<file path="config.mk">
export PLATFORM = sky130hd
export DESIGN_NAME = serial_adder_flat
export DESIGN_NICKNAME = d
export VERILOG_FILES = /design/src/rtl/serial_adder_if.sv /design/src/rtl/serial_adder.sv /design/src/flat_wrapper.sv
export SDC_FILE = /design/constraint.sdc
export NUM_CORES = 1
export LEC_CHECK = 0
export ABC_AREA = 1
export BUFFER_PORTS_ARGS = -buffer_cell sky130_fd_sc_hd__buf_2
export CORE_MARGIN = 3
export CORE_UTILIZATION = 31
export DETAILED_ROUTE_END_ITERATION = 8
export PLACE_DENSITY = 0.53
export SLEW_MARGIN = 25
export SYNTH_ARGS = -nofsm -noshare
export SYNTH_HDL_FRONTEND = slang
export SYNTH_SLANG_ARGS = --single-unit
</file>
<file path="constraint.sdc">
create_clock -name clk -period 1.3 [get_ports clk]
set_input_delay 0.26 -clock clk [delete_from_list [all_inputs] [get_ports clk]]
set_output_delay 0.26 -clock clk [all_outputs]
set_load 0.03 [all_outputs]
</file>
<file path="src/rtl/serial_adder_if.sv">
// Request/result bundle for the bit-serial adder.
// Operands and strobe flow master->slave; status and result flow back.
interface serial_adder_if #(
    parameter int WIDTH = 8
);
    logic             start;
    logic [WIDTH-1:0] a;
    logic [WIDTH-1:0] b;
    logic             cin;
    logic             busy;
    logic             done;
    logic [WIDTH-1:0] sum;
    logic             cout;

    modport master (
        output start, a, b, cin,
        input  busy, done, sum, cout
    );

    modport slave (
        input  start, a, b, cin,
        output busy, done, sum, cout
    );
endinterface

</file>
<file path="src/rtl/serial_adder.sv">
// Bit-serial WIDTH-bit adder: one full-adder cell, registered carry,
// LSB first, WIDTH cycles per operation plus a one-cycle done state.
module serial_adder #(
    parameter int WIDTH = 8
) (
    input  logic          clk,
    input  logic          rst,
    serial_adder_if.slave bus
);
    localparam int CW = (WIDTH > 2) ? $clog2(WIDTH) : 1;
    localparam logic [CW-1:0] LAST = CW'(WIDTH - 1);

    typedef enum logic [1:0] {
        IDLE,
        RUN,
        DONE
    } state_t;

    state_t           state;
    state_t           state_d;
    logic [WIDTH-1:0] a_sh;
    logic [WIDTH-1:0] b_sh;
    logic [WIDTH-1:0] acc;
    logic [WIDTH-1:0] acc_d;
    logic             c;
    logic             s;
    logic             cy;
    logic [CW-1:0]    cnt;
    logic             load;
    logic             step;
    logic             last;

    always_ff @(posedge clk) begin
        if (rst) begin
            state <= IDLE;
        end else begin
            state <= state_d;
        end
    end

    always_comb begin
        state_d = state;
        load    = 1'b0;
        step    = 1'b0;
        last    = (cnt == LAST);
        s       = a_sh[0] ^ b_sh[0] ^ c;
        cy      = (a_sh[0] & b_sh[0]) | (a_sh[0] & c) | (b_sh[0] & c);
        acc_d   = {s, acc[WIDTH-1:1]};
        unique case (state)
            IDLE: begin
                if (bus.start) begin
                    load    = 1'b1;
                    state_d = RUN;
                end
            end
            RUN: begin
                step = 1'b1;
                if (last) begin
                    state_d = DONE;
                end
            end
            DONE: begin
                // back-to-back start is taken straight from the done cycle
                if (bus.start) begin
                    load    = 1'b1;
                    state_d = RUN;
                end else begin
                    state_d = IDLE;
                end
            end
            default: state_d = IDLE;
        endcase
    end

    always_ff @(posedge clk) begin
        if (rst) begin
            a_sh     <= '0;
            b_sh     <= '0;
            acc      <= '0;
            c        <= 1'b0;
            cnt      <= '0;
            bus.sum  <= '0;
            bus.cout <= 1'b0;
        end else if (load) begin
            a_sh <= bus.a;
            b_sh <= bus.b;
            c    <= bus.cin;
            cnt  <= '0;
        end else if (step) begin
            a_sh <= a_sh >> 1;
            b_sh <= b_sh >> 1;
            c    <= cy;
            acc  <= acc_d;
            if (last) begin
                bus.sum  <= acc_d;
                bus.cout <= cy;
            end else begin
                cnt <= cnt + CW'(1);
            end
        end
    end

    assign bus.busy = (state == RUN);
    assign bus.done = (state == DONE);
endmodule

</file>
<file path="src/flat_wrapper.sv">
// flat-port wrapper written by rule: the top's interface ports become plain ports
module serial_adder_flat 
#(
    parameter int WIDTH = 8
)
  (clk, rst, bus_start, bus_a, bus_b, bus_cin, bus_busy, bus_done, bus_sum, bus_cout);
  serial_adder_if #(.WIDTH(WIDTH)) bus_i ();
  input  logic clk;
  input  logic rst;
  input wire logic [$bits(bus_i.start)-1:0] bus_start;
  input wire logic [$bits(bus_i.a)-1:0] bus_a;
  input wire logic [$bits(bus_i.b)-1:0] bus_b;
  input wire logic [$bits(bus_i.cin)-1:0] bus_cin;
  output wire logic [$bits(bus_i.busy)-1:0] bus_busy;
  output wire logic [$bits(bus_i.done)-1:0] bus_done;
  output wire logic [$bits(bus_i.sum)-1:0] bus_sum;
  output wire logic [$bits(bus_i.cout)-1:0] bus_cout;
  assign bus_i.start = bus_start;
  assign bus_i.a = bus_a;
  assign bus_i.b = bus_b;
  assign bus_i.cin = bus_cin;
  assign bus_busy = bus_i.busy;
  assign bus_done = bus_i.done;
  assign bus_sum = bus_i.sum;
  assign bus_cout = bus_i.cout;
  serial_adder #(.WIDTH(WIDTH)) u_core (.clk(clk), .rst(rst), .bus(bus_i));
endmodule
</file>
Word level (Yosys, flattened, before mapping)
Cells that the tools add are included.
{"block": "totals", "regBits": 39, "out_inout_bits": 11, "input_bits": 20}
{"block": "op_classes", "n_eq_ne": 5, "mux": 13, "reduce_logical": 8, "n_addsub": 1, "bitwise_logic": 9}
{"cell": "$mux 8", "n": 4}
{"cell": "$mux 1", "n": 6}
{"cell": "$pmux 2 s3", "n": 1}
{"cell": "$reduce_and 2->1", "n": 3}
{"cell": "$mux 2", "n": 2}
{"cell": "$reduce_or 2->1", "n": 2}
{"cell": "$add 3x1->3 const B", "n": 1}
{"cell": "$and 1x1->1", "n": 3}
{"cell": "$eq 3x3->1 const B", "n": 1}
{"cell": "$reduce_and 3->1", "n": 1}
{"cell": "$eq 2x1->1 const B", "n": 1}
{"cell": "$eq 2x2->1 const B", "n": 1}
{"cell": "$logic_not 2->1", "n": 1}
{"cell": "$ne 2x1->1 const B", "n": 1}
{"cell": "$ne 2x2->1 const B", "n": 1}
{"cell": "$not 1->1", "n": 2}
{"cell": "$or 1x1->1", "n": 2}
{"cell": "$reduce_bool 2->1", "n": 1}
{"cell": "$xor 1x1->1", "n": 2}

Depth between registers and ports, before layout
{"block": "depth", "ltp_word": 5, "ltp_mapped": 7, "mapped_depth_nobuf": 6}

Worst setup path before layout
OpenSTA, ideal clock, no wires.
{"block": "synth_timing", "kind": "flip-flop to output port", "from": "reg u_core.state[1]", "to": "out bus_done", "stages_incl_launch_ff": 4, "t_arrival_ns": 1.046, "n_path_buf": 1, "slack_ns": -0.006, "path_cell_list": "dfxtp_1 -> inv_2 -> buf_2 -> nor2_1"}
{"block": "synth_between", "elab_chain_cells": 1}
{"item": "from (decl)", "line": "serial_adder.sv:19", "text": "state_t state;"}
{"item": "from (signal assigned)", "line": "serial_adder.sv:37", "text": "state <= state_d;"}
{"item": "$eq 2x2->1", "line": "serial_adder.sv:104", "text": "assign bus.done = (state == DONE);"}
{"item": "to (decl)", "line": "flat_wrapper.sv:15", "text": "output wire logic [$bits(bus_i.done)-1:0] bus_done;"}
No other way between the ends.

Final worst setup path
{"block": "layout_timing", "from": "reg u_core.state[0]", "to": "out bus_busy"}
{"block": "layout_between", "elab_chain_cells": 1}
{"item": "$eq 2x1->1", "line": "serial_adder.sv:103", "text": "assign bus.busy = (state == RUN);"}
{"item": "to (decl)", "line": "flat_wrapper.sv:14", "text": "output wire logic [$bits(bus_i.busy)-1:0] bus_busy;"}
No other way between the ends.

==> results.sh <==
export IMPL_vias_per_cell=4.69
export IMPL_grt_pass1_wl_mm=6.83
export IMPL_final_hold_viol_count=0
export IMPL_slew_viol_final=0
export IMPL_path_max_fanout=3
export IMPL_start_util_pct=32.4
export IMPL_worst_pin_slew_ps=290
export IMPL_die_h_um=79.5
export IMPL_powerDensity_nw_per_um2=1150
export IMPL_max_slew_margin_pct=80.7
export IMPL_place_hpwl_mm=2.57
export IMPL_synth_distinct_cells=20
export IMPL_met2_length_mm=1.91
export IMPL_clock_sinks=38
export IMPL_setup_viol=0
export IMPL_nets=285
export IMPL_drt_iter0_drc=45
export IMPL_status="finished clean"
export IMPL_cp_slowest_stage_delay_ps=380
export IMPL_r2r_cells=5
export IMPL_synth_edf_count=0
export IMPL_grt_max_degree=25
export IMPL_syn_area_per_cell_um2=7.48
export IMPL_synth_seq_area_share_pct=45.4
export IMPL_netlist_instances=224
export IMPL_clock_latency_ps=290
export IMPL_post_drt_wl_per_cell_um=12.4
export IMPL_fp_coreArea_um2=5170
export IMPL_antenna_left=0
export IMPL_cts_buffer_depth=2
export IMPL_post_route_util_pct=41.4
export IMPL_overflow=0
export IMPL_worst_path_buf_inv=2
export IMPL_cp_arrival_ps=990
export IMPL_portBuffers=30
export IMPL_rr_endpoint="u_core.cnt[1]"
export IMPL_cts_tree="yes"
export IMPL_cts_max_level=2
export IMPL_max_cap_violations=0
export IMPL_crit_slowest_cell="dfxtp_4"
export IMPL_ioPinCount=31
export IMPL_numCtsBuffers=5
export IMPL_drc_errors=0
export IMPL_ys_warn_count=0
export IMPL_drtPass1Iterations=4
export IMPL_fin_worst_skew_ps=6.35
export IMPL_worstPathRequired_ps=1040
export IMPL_top_layer="met4"
export IMPL_antenna_cells=0
export IMPL_drive_above_1_share_pct=24.3
export IMPL_crit_chain="inv_4 > nor2_4 > buf_6"
export IMPL_synth_seq_cells=38
export IMPL_timing_final_crit_share_pct=96.4
export IMPL_fp_dieW_um=79.5
export IMPL_vias=1561
export IMPL_clock_fmax_mhz=798
export IMPL_crit_cells=3
export IMPL_area_delta_synth_final_pct=27.6
export IMPL_gp_congestion=0.693
export IMPL_vdd_drop_max_mv=0.570
export IMPL_first_global_vias=1428
export IMPL_total_power_w=0.00246
export IMPL_rrSetupSlack_ps=70
export IMPL_route_met3_wl_um=215
export IMPL_cp_end_kind="primary output"
export IMPL_dieArea_um2=6330
export IMPL_r2r_start="u_core.cnt[0]"
export IMPL_syn_nets=247
export IMPL_critPathTopFamily="flip-flops"
export IMPL_rows=26
export IMPL_ys_flop_type="dfxtp_1"
export IMPL_rsz0062_at_grt="yes"
export IMPL_synth_area_um2=1680
export IMPL_startpoint_type="flip-flop"
export IMPL_drt_wl_total_mm=4.13
export IMPL_drt_met1_wl_mm=1.97
export IMPL_track_usage_pct=13.8
export IMPL_critPathLaunch="u_core.state[0]"
export IMPL_clkSlewWorstSetupHoldPaths_ps=80
export IMPL_synthArstFlopShare_pct=0
export IMPL_leakage_nw=0.952
export IMPL_hp_class="in -> reg"
export IMPL_finalSetupTns_ps=0
export IMPL_holdWs_ps=223
export IMPL_cts_root_buf="clkbuf_8"
export IMPL_layout_min_cycle_time_ps=1250
export IMPL_endpoint="bus_busy"
export IMPL_antenna_found_initial=0
export IMPL_crit_type="reg -> out"
==> registers in the layout (all words and copies together) (netlist names) <==
signal           cells
u_core.c             1
u_core.a_sh          8
u_core.cnt           3
u_core.b_sh          8
u_core.bus.sum       8
u_core.acc           7
u_core.bus.cout      1
u_core.state         2
==> cell usage in the layout (no fill, tap or decap), types with 6 or more instances in the layout <==
| master | instances |
|---|---|
| nand3_1 | 57 |
| dfxtp_1 | 36 |
| nand2_1 | 33 |
| a21oi_1 | 28 |
| buf_2 | 28 |
| inv_1 | 21 |
| buf_4 | 14 |
| nor2_1 | 11 |
| o21ai_0 | 9 |
| clkbuf_8 | 6 |
==> cell type report <==
| cell class | count | area (um^2) |
|---|---|---|
| clock buffer | 7 | 86.3 |
| clock inverter | 1 | 5.00 |
| fill | 565 | 3030 |
| inverter | 23 | 96.3 |
| multi-input combinational | 147 | 763 |
| sequential | 38 | 768 |
| tap | 70 | 87.6 |
| timing repair buffer | 47 | 333 |
==> worst min path at each step <==
stage,slack [ps],cells past startpoint,startpoint,end
floorplan,410,2,bus_a[7],u_core.a_sh[7]
global placement,450,2,u_core.bus.sum[0],u_core.bus.sum[0]
detailed placement,450,2,u_core.bus.sum[3],u_core.bus.sum[3]
CTS,210,3,bus_b[7],u_core.b_sh[7]
global route,220,3,bus_b[7],u_core.b_sh[7]
finish,220,3,bus_b[7],u_core.b_sh[7]
==> routing by layer <==
metal | vias to the layer above | GRT usage (%)
li1 | 812 | -
met1 | 705 | 17.6
met2 | 39 | 22.5
met3 | 5 | 3.72
met4 | 0 | 4.12
met5 | - | 0
==> where the power goes <==
group	switching [W]	internal, W	leakage [nW]
registers	0.0000369	0.00122	0.312
clock network	0.000407	0.000428	0.0482
logic	0.000204	0.000160	0.592
==> cell usage after synthesis, types with 2 or more instances <==
cell,count,share of area (%)
buf_6,2,1.3
buf_4,5,2.2
nor2_1,12,2.7
ha_1,2,1.5
dfxtp_1,38,45
buf_2,5,1.5
inv_1,21,4.7
a21oi_1,29,8.7
nand3_1,57,17
clkbuf_1,3,0.67
o21ai_0,9,2.7
nand2_1,33,7.4
==> cells by family after synthesis <==
family | count (synthesis) | synth area share [%]
and+or+nand+nor | 106 | 29.3
adders and majority gates | 3 | 2.69
DFF | 38 | 45.4
AOI/OAI and AO/OA | 38 | 11.3
buffers and inverters | 39 | 11.3
==> worst register-to-register path, cell delays in order, from the launching register on <==
cell      delay (ps)
dfxtp_1          330
ha_1             230
ha_4             190
nand3b_1         220
nand2_1           90
a21oi_1           60
==> what timing repair did <==
| action | in CTS | in global routing |
|---|---|---|
| hold buffers | 0 | 0 |
| resized for setup | 7 | 11 |
| setup endpoints to repair | 2 | 16 |
| gates cloned | 0 | 1 |
| setup buffers | 3 | 0 |
| endpoints found under the hold margin | 0 | 0 |
| pin swaps | 1 | 1 |
==> per-stage QoR <==
stage,worst slack (ps),instance area (um^2),std cells
2_1_floorplan,45.6,1680,224
3_3_place_gp,45.8,1940,321
3_5_place_dp,7.52,1940,321
4_1_cts,3.11,2070,332
5_1_grt,-5.27,2140,333
6_report,47.3,2140,333
(Power assumes the default switching activity.)
